### src/rtl/flash_arb_pkg.sv
// Shared definitions for the two-port SPI flash arbiter.
// Latency: n/a (types, constants and a helper function only).
// Backpressure: n/a.
package flash_arb_pkg;

    typedef enum logic [1:0] {
        S_IDLE  = 2'd0,
        S_OWNED = 2'd1,
        S_SHIFT = 2'd2,
        S_GAP   = 2'd3
    } state_t;

    localparam int PORT_BOOT = 0;
    localparam int PORT_CPU  = 1;

    // Wide enough for the largest chip-select gap (255 clocks).
    localparam int GAP_CNT_W = 8;

    // Fixed-priority one-hot: the boot loader always beats the CPU.
    function automatic logic [1:0] prio_onehot(input logic [1:0] r);
        logic [1:0] g;
        g = 2'b00;
        if (r[PORT_BOOT]) begin
            g[PORT_BOOT] = 1'b1;
        end else if (r[PORT_CPU]) begin
            g[PORT_CPU] = 1'b1;
        end
        return g;
    endfunction

endpackage

### src/rtl/flash_arbiter_spi_shifter.sv
// SPI mode-0 byte engine: MSB first, sck = clock/2, 8 low/high phase pairs per byte.
// Latency: start at edge T gives done during the last high phase (cycle T+16); rx valid then.
// Backpressure: none; a start accepted in the done cycle begins the next byte with no gap.
// Ports: clock/reset_n; start + tx_byte load a byte; so is the flash data line;
//        done flags the final phase, rx_byte holds the bits shifted in; sck/si drive the flash.
module spi_shifter
    import flash_arb_pkg::*;
(
    input  logic       clock,
    input  logic       reset_n,
    input  logic       start,
    input  logic [7:0] tx_byte,
    input  logic       so,
    output logic       done,
    output logic [7:0] rx_byte,
    output logic       sck,
    output logic       si
);

    logic       active_q, active_d;
    logic [3:0] phase_q,  phase_d;
    logic       sck_q,    sck_d;
    logic       si_q,     si_d;
    logic [7:0] tx_sh_q,  tx_sh_d;
    logic [7:0] rx_sh_q,  rx_sh_d;

    always_comb begin
        active_d = active_q;
        phase_d  = phase_q;
        sck_d    = sck_q;
        si_d     = si_q;
        tx_sh_d  = tx_sh_q;
        rx_sh_d  = rx_sh_q;
        if (start) begin
            // First low phase already presents the MSB.
            active_d = 1'b1;
            phase_d  = 4'd0;
            sck_d    = 1'b0;
            tx_sh_d  = tx_byte;
            si_d     = tx_byte[7];
        end else if (active_q) begin
            if (!sck_q) begin
                // Rising sck edge: sample the flash on the same clock edge.
                sck_d   = 1'b1;
                rx_sh_d = {rx_sh_q[6:0], so};
                phase_d = phase_q + 4'd1;
            end else if (phase_q == 4'd15) begin
                active_d = 1'b0;
                sck_d    = 1'b0;
                si_d     = 1'b0;
                phase_d  = 4'd0;
            end else begin
                // si only moves when sck falls.
                sck_d   = 1'b0;
                tx_sh_d = {tx_sh_q[6:0], 1'b0};
                si_d    = tx_sh_q[6];
                phase_d = phase_q + 4'd1;
            end
        end
    end

    always_ff @(posedge clock) begin
        if (!reset_n) begin
            active_q <= 1'b0;
            phase_q  <= 4'd0;
            sck_q    <= 1'b0;
            si_q     <= 1'b0;
            tx_sh_q  <= 8'h00;
            rx_sh_q  <= 8'h00;
        end else begin
            active_q <= active_d;
            phase_q  <= phase_d;
            sck_q    <= sck_d;
            si_q     <= si_d;
            tx_sh_q  <= tx_sh_d;
            rx_sh_q  <= rx_sh_d;
        end
    end

    assign done    = active_q && sck_q && (phase_q == 4'd15);
    assign rx_byte = rx_sh_q;
    assign sck     = sck_q;
    assign si      = si_q;

endmodule

### src/rtl/flash_arbiter.sv
// Two-port non-preemptive SPI flash arbiter (boot loader > CPU) with chip-select gap.
// Latency: grant one edge after req; 17 clocks per byte from accept to next accept.
// Backpressure: tx_ready low while a byte shifts and for the non-granted port.
// Ports: clock/reset_n; req/gnt session handshake; tx_data/tx_valid/tx_ready per-port bytes;
//        rx_data/rx_valid received bytes; flash_so/si/sck/cs_n SPI pins; busy = not idle.
module flash_arbiter
    import flash_arb_pkg::*;
#(
    parameter int unsigned CS_GAP = 4
) (
    input  logic        clock,
    input  logic        reset_n,
    input  logic [1:0]  req,
    output logic [1:0]  gnt,
    input  logic [15:0] tx_data,
    input  logic [1:0]  tx_valid,
    output logic [1:0]  tx_ready,
    output logic [7:0]  rx_data,
    output logic [1:0]  rx_valid,
    input  logic        flash_so,
    output logic        flash_si,
    output logic        flash_sck,
    output logic        flash_cs_n,
    output logic        busy
);

    localparam logic [GAP_CNT_W-1:0] GAP_LOAD = GAP_CNT_W'(CS_GAP);

    state_t               state_q,    state_d;
    logic [1:0]           gnt_q,      gnt_d;
    logic [1:0]           tx_ready_q, tx_ready_d;
    logic [1:0]           rx_valid_q, rx_valid_d;
    logic [7:0]           rx_data_q,  rx_data_d;
    logic                 cs_n_q,     cs_n_d;
    logic [GAP_CNT_W-1:0] gap_cnt_q,  gap_cnt_d;

    logic       shift_start;
    logic       shift_done;
    logic [7:0] shift_rx;
    logic [7:0] tx_byte;

    // tx_ready is only ever set for the granted port, so a foreign tx_valid cannot match.
    assign tx_byte = gnt_q[PORT_CPU] ? tx_data[15:8] : tx_data[7:0];

    always_comb begin
        state_d     = state_q;
        gnt_d       = gnt_q;
        tx_ready_d  = tx_ready_q;
        rx_valid_d  = 2'b00;
        rx_data_d   = rx_data_q;
        cs_n_d      = cs_n_q;
        gap_cnt_d   = gap_cnt_q;
        shift_start = 1'b0;
        case (state_q)
            S_IDLE: begin
                if (req != 2'b00) begin
                    state_d    = S_OWNED;
                    gnt_d      = prio_onehot(req);
                    tx_ready_d = prio_onehot(req);
                    cs_n_d     = 1'b0;
                end
            end
            S_OWNED: begin
                // A byte offered in the same cycle as a req drop still goes out.
                if ((tx_valid & tx_ready_q) != 2'b00) begin
                    shift_start = 1'b1;
                    state_d     = S_SHIFT;
                    tx_ready_d  = 2'b00;
                end else if ((req & gnt_q) == 2'b00) begin
                    state_d    = S_GAP;
                    gnt_d      = 2'b00;
                    tx_ready_d = 2'b00;
                    cs_n_d     = 1'b1;
                    gap_cnt_d  = GAP_LOAD;
                end
            end
            S_SHIFT: begin
                if (shift_done) begin
                    state_d    = S_OWNED;
                    rx_valid_d = gnt_q;
                    rx_data_d  = shift_rx;
                    tx_ready_d = gnt_q;
                end
            end
            S_GAP: begin
                gap_cnt_d = gap_cnt_q - GAP_CNT_W'(1);
                if (gap_cnt_q <= GAP_CNT_W'(1)) begin
                    state_d   = S_IDLE;
                    gap_cnt_d = '0;
                end
            end
            default: state_d = S_IDLE;
        endcase
    end

    always_ff @(posedge clock) begin
        if (!reset_n) begin
            state_q    <= S_IDLE;
            gnt_q      <= 2'b00;
            tx_ready_q <= 2'b00;
            rx_valid_q <= 2'b00;
            rx_data_q  <= 8'h00;
            cs_n_q     <= 1'b1;
            gap_cnt_q  <= '0;
        end else begin
            state_q    <= state_d;
            gnt_q      <= gnt_d;
            tx_ready_q <= tx_ready_d;
            rx_valid_q <= rx_valid_d;
            rx_data_q  <= rx_data_d;
            cs_n_q     <= cs_n_d;
            gap_cnt_q  <= gap_cnt_d;
        end
    end

    spi_shifter u_shifter (
        .clock   (clock),
        .reset_n (reset_n),
        .start   (shift_start),
        .tx_byte (tx_byte),
        .so      (flash_so),
        .done    (shift_done),
        .rx_byte (shift_rx),
        .sck     (flash_sck),
        .si      (flash_si)
    );

    assign gnt        = gnt_q;
    assign tx_ready   = tx_ready_q;
    assign rx_valid   = rx_valid_q;
    assign rx_data    = rx_data_q;
    assign flash_cs_n = cs_n_q;
    assign busy       = (state_q != S_IDLE);

endmodule

### config.mk
export PLATFORM = sky130hd
export DESIGN_NAME = flash_arbiter
export DESIGN_NICKNAME = d
export VERILOG_FILES = /design/src/rtl/flash_arb_pkg.sv /design/src/rtl/flash_arbiter_spi_shifter.sv /design/src/rtl/flash_arbiter.sv
export SDC_FILE = /design/constraint.sdc
export NUM_CORES = 1
export LEC_CHECK = 0
export ABC_AREA = 0
export CORE_MARGIN = 2
export CORE_UTILIZATION = 45
export CTS_CLUSTER_SIZE = 20
export DETAILED_ROUTE_END_ITERATION = 7
export PLACE_DENSITY_LB_ADDON = 0.3
export SYNTH_ARGS = -nofsm -noshare
export SYNTH_HDL_FRONTEND = slang
export SYNTH_SLANG_ARGS = --single-unit
### constraint.sdc
create_clock -name clock -period 2.25 [get_ports clock]
set_input_delay 0.45 -clock clock [delete_from_list [all_inputs] [get_ports clock]]
set_output_delay 0.45 -clock clock [all_outputs]
set_load 0.005 [all_outputs]
Word-level counts from Yosys, hierarchy flattened
Cells that the tools add are included.

storage, ports and cells
  register bits = 47

cells by class
  muxes and demuxes = 42
  add/subtract/negate cells = 2
  bitwise operators = 5
  eq/ne operators = 11
  reduce and logical (&&, ||, !) cells = 22
  magnitude comparators = 1

operators with widths
  kind                 number
  $mux 8               4
  $mux 7               4
  $mux 2               10
  $mux 1               17
  $pmux 8 s2           1
  $reduce_bool 2->1    7
  $ne 2x2->1 const B   6
  $reduce_and 3->1     4
  $reduce_and 4->1     3
  $le 8x1->1 const B   1
  $mux 4               2
  $pmux 2 s4           1
  $sub 8x1->8 const B  1
  $pmux 2 s3           1
  $add 4x1->4 const B  1
  $and 2x2->2          2
  $eq 2x2->1 const B   2
  $eq 4x4->1 const B   1
  $logic_not 2->1      2
  $pmux 2 s2           1
  $reduce_and 2->1     2
  $ne 3x3->1 const B   1
  $not 1->1            3
  $reduce_bool 3->1    1
  other kinds (4)      5

Depth between registers and ports, before layout
Gate-level depths: netlist of the first run.

  depth after elaboration = 6
  gate-level depth with buffers = 8
  gate-level depth less buffers = 6

Hierarchy
A second synthesis of the first run with hierarchy kept.

second synthesis, totals
  cells, all modules = 268
  area total of the unflattened synthesis = 2383.5 um^2

modules (own cells, without submodules)
  module         area each (um^2)  times used  cells an instance
  flash_arbiter  1433.9            1           166
  spi_shifter    949.7             1           102

Worst setup path before layout of the first run
OpenSTA, ideal clock, no wires.

  kind = register -> register
  start = register gap_cnt_q[3]
  end = register state_q[0]
  data arrival time = 1730 ps
  buffers on the path = 0
  data required time = 2133 ps
  clock period less this slack = 1848 ps
  stages on the path, launching flop included = 5
  path slack = 402 ps
  setup time = 117 ps
  cells stage by stage = dfxtp_1 or4_4 o41ai_4 nand3_2 a32o_2

between the ends
  longest elaborated chain between the ends = 3

RTL lines
  what                               RTL line              source
  start: declaration                 flash_arbiter.sv:35   logic [GAP_CNT_W-1:0] gap_cnt_q, gap_cnt_d;
  start signal: assignment           flash_arbiter.sv:112  gap_cnt_q <= gap_cnt_d;
  $le 8x1->1                         flash_arbiter.sv:87   if (gap_cnt_q <= GAP_CNT_W'(1)) begin
  $ne 2x2->1 (no source line)        -
  $reduce_and 4->1 (no source line)  -
  end signal: assignment             flash_arbiter.sv:106  state_q <= state_d;
  end: declaration                   flash_arbiter.sv:29   state_t state_q, state_d;

Every way passes these cells.
A chain may end at the register's enable or synchronous reset.

Final worst setup path of the first run
  start = register state_q[0]
  end = output port busy

between the ends
  longest elaborated chain between the ends = 1

RTL lines
  what               RTL line              source
  $reduce_bool 2->1  flash_arbiter.sv:133  assign busy = (state_q != S_IDLE);
  end: declaration   flash_arbiter.sv:24   output logic busy

Every way passes these cells.

==> qor.csv, run 1 <==
metric;value;unit
run_status;finished clean;
cts_resized;0;
layout.cells.non_filler;369;
finalSetupTns;0;ns
synth_cells;247;
grt_max_degree;17;
synth_area_leader_cell;dfxtp_1;
worstSetupPathType;flip-flop to primary output;
synth_top_cell_area_share;0.406;
routedWlPerCell;14.0;µm
drive_gt1_frac;0.130;
endpoint_kind;primary output;
grt_pass1_vias;1838;
synth_top_family_by_area;simple AND/OR/NAND/NOR gates;
die_h;75.7;µm
synth-compound-area-share;0.182;
clkTransAtPathRegs;0.09;ns
synth_edf_count;0;
vias;1980;
synthAdderAreaFrac;0.0378;
grt_pass1_wl;8400;µm
root_buffer;clkbuf_8;
ys_ff_latch;47;
rsz0062_at_grt;no;
synth_area_leaders;dfxtp_1 (41%), mux2i_1 (11%), nor2_1 (4.5%), ha_1 (3.8%), mux2_2 (3.4%);
antenna_found_initial;0;
setup_viol;0;
clockBufferDepth;2;
fin_nets;328;
critPathMaxFanout;4;
ys_seq_area_frac;0.406;
cts.htree.levels;2;
synth-xor-area-share;0.00757;
layout_min_cycle_time;2.05;ns
grt.total_usage;0.194;
worst_pin_slew;0.556;ns
rows;26;
cts_sinks;47;
initial_core_util;0.459;
synthSimpleGateAreaFrac;0.183;
cts_hold_buf;0;
period_share;0.910;
io_buffers;40;
drt_first_iter_violations;101;
die_w;75.7;µm
cp-start-kind;flip-flop;
p_per_area;942;mW/mm²
syn-cell-area;0.00231;mm²
ys.flop_type;dfxtp_1;
ys_types;46;
grt_overflow;0;
ant_nets;0;
num_antenna_cells;0;
dp.cells;361;
utilization;0.597;
drv_slew;0;
fmax;489;MHz
post_cts_buffers;0;
min_path_type;flip-flop to flip-flop;
wirelength;5170;µm
dr.pass1.iters;4;
vias_per_cell;5.37;
hpwl;3830;µm
globalplace.congestion;0.823;
p_leak;1.19;nW
synth.avg_cell_area;9.37;µm²
cp_data_required_time;1.80;ns
cts_tree;done;
synthArstFlopShare;0;
cap_viol_max_count;0;
clk_latency;0.30;ns
num-fill-cells;452;
cts_made_buffers;5;
syn2layout_area_growth;29.9;%
ir_worst_vdd;0.470;mV
ios;41;
synth.mux.area_fraction;0.146;
die-area;0.00573;mm²
maxSlewHeadroom;0.628;
post-place-ws;0.101;ns
drc_errors;0;
layout_setup_ws;0.203;ns
hold_viol_final;0;
synth_most_common_cell;dfxtp_1;
coreArea;0.00504;mm²
critPathArrivalTime;1.60;ns
ys_top_cells_by_count;dfxtp_1 (47), nor2_1 (28), mux2i_1 (26);
synth_warnings;0;
syn_nets;277;
clock_skew;0.00521;ns
[through the flow]
step	area [µm²]	power, mW	hold slack (ns)
global route	3010	3.02	0.515
finish	3010	2.83	0.480
CTS	3010	2.85	0.481
floorplan	2310	1.69	0.450
global placement	2870	2.09	0.468
detailed placement	2870	2.11	0.471
[registers in the layout, indices dropped and copies added (netlist names)]
register,cells
gap_cnt_q,8
rx_data,8
u_shifter.rx_byte,8
u_shifter.tx_sh_q,7
u_shifter.phase_q,4
gnt,2
rx_valid,2
state_q,2
tx_ready,2
flash_cs_n,1
u_shifter.active_q,1
u_shifter.sck,1
u_shifter.si,1
[power breakdown]
group	switching, mW	internal [mW]	leakage (nW)
Combinational	0.539	0.515	0.743
Sequential	0.112	0.937	0.381
Clock	0.286	0.443	0.0644
Total	0.938	1.89	1.19
[cells in the final DEF (no fill, tap or decap), types with 3 or more instances in the layout]
cell and count:
nor4_1 4, a21oi_1 9, o21ai_0 4, o211a_1 6, nor3_1 4, nand2_1 16, mux2i_1 26, clkdlybuf4s50_1 40
dfxtp_1 47, clkbuf_8 5, nand2b_1 5, a221oi_1 3, mux2_2 7, o211ai_1 5, and2_1 4, nor2_1 28
a32o_1 4, inv_1 11, buf_4 15, or3_2 3, ha_1 7, and3_1 5
[worst max-delay path, cell delays in order, from the launching register on]
cell and delay [ns]:
dfxtp_1 0.40, inv_1 0.08, ha_1 0.26, inv_1 0.07
clkdlybuf4s50_1 0.49
[worst paths after layout]
kind                                startpoint  depth (start not counted)                           endpoint  slack [ns]
max                    state_q[0]$_SDFFE_PN0P_                          4                               busy        0.20
min reg2reg  u_shifter.tx_sh_q[0]$_SDFFE_PN0P_                          2  u_shifter.tx_sh_q[0]$_SDFFE_PN0P_        0.48
min          u_shifter.tx_sh_q[0]$_SDFFE_PN0P_                          2  u_shifter.tx_sh_q[0]$_SDFFE_PN0P_        0.48
max reg2reg          gap_cnt_q[4]$_SDFFE_PN0P_                          4            state_q[0]$_SDFFE_PN0P_        0.25
[final cells by class]
type / count / area, µm² / area share
Clock inverter: 3 / 67.6 / 0.0225
Multi-Input combinational cell: 178 / 1290 / 0.428
Timing Repair Buffer: 55 / 513 / 0.171
Clock buffer: 5 / 68.8 / 0.0229
Sequential cell: 47 / 941 / 0.313
Inverter: 11 / 41.3 / 0.0137
Tap cell: 70 / 87.6 / 0.0291
[cells by family (layout without fill, tap and decap cells)]
| kind of cell | Yosys count | count (layout) |
|---|---|---|
| and+or+nand+nor | 83 | 83 |
| DFF | 47 | 47 |
| AOI/OAI and AO/OA | 53 | 53 |
| muxes | 33 | 33 |
| xor gates and xnor gates | 2 | 2 |
| buffers and inverters | 22 | 74 |
| adders and majority gates | 7 | 7 |
[metal layers]
layer / GRT usage / vias to the layer above / share of wire
met4: 0.0643 / 0 / 0.011
met1: 0.241 / 934 / 0.45
met3: 0.0410 / 7 / 0.035
met2: 0.333 / 36 / 0.50
met5: 0 / - / 0
li1: - / 1003 / -
No activity file was read; power rests on OpenSTA's default activity.
==> run 2: changes to the inputs <==
--- a/config.mk
+++ b/config.mk
@@ -10,6 +10,7 @@
 export CORE_UTILIZATION = 45
 export CTS_CLUSTER_SIZE = 20
 export DETAILED_ROUTE_END_ITERATION = 7
+export HOLD_SLACK_MARGIN = 0.15
 export PLACE_DENSITY_LB_ADDON = 0.3
 export SYNTH_ARGS = -nofsm -noshare
 export SYNTH_HDL_FRONTEND = slang
==> results of run 2 <==
Final layout, timing and power as in run 1 (identical DEF).
==> run 3: changes to the inputs <==
--- a/config.mk
+++ b/config.mk
@@ -6,6 +6,7 @@
 export NUM_CORES = 1
 export LEC_CHECK = 0
 export ABC_AREA = 0
+export CAP_MARGIN = 20
 export CORE_MARGIN = 2
 export CORE_UTILIZATION = 45
 export CTS_CLUSTER_SIZE = 20
==> results of run 3 <==
Final layout, timing and power as in run 1 (identical DEF).
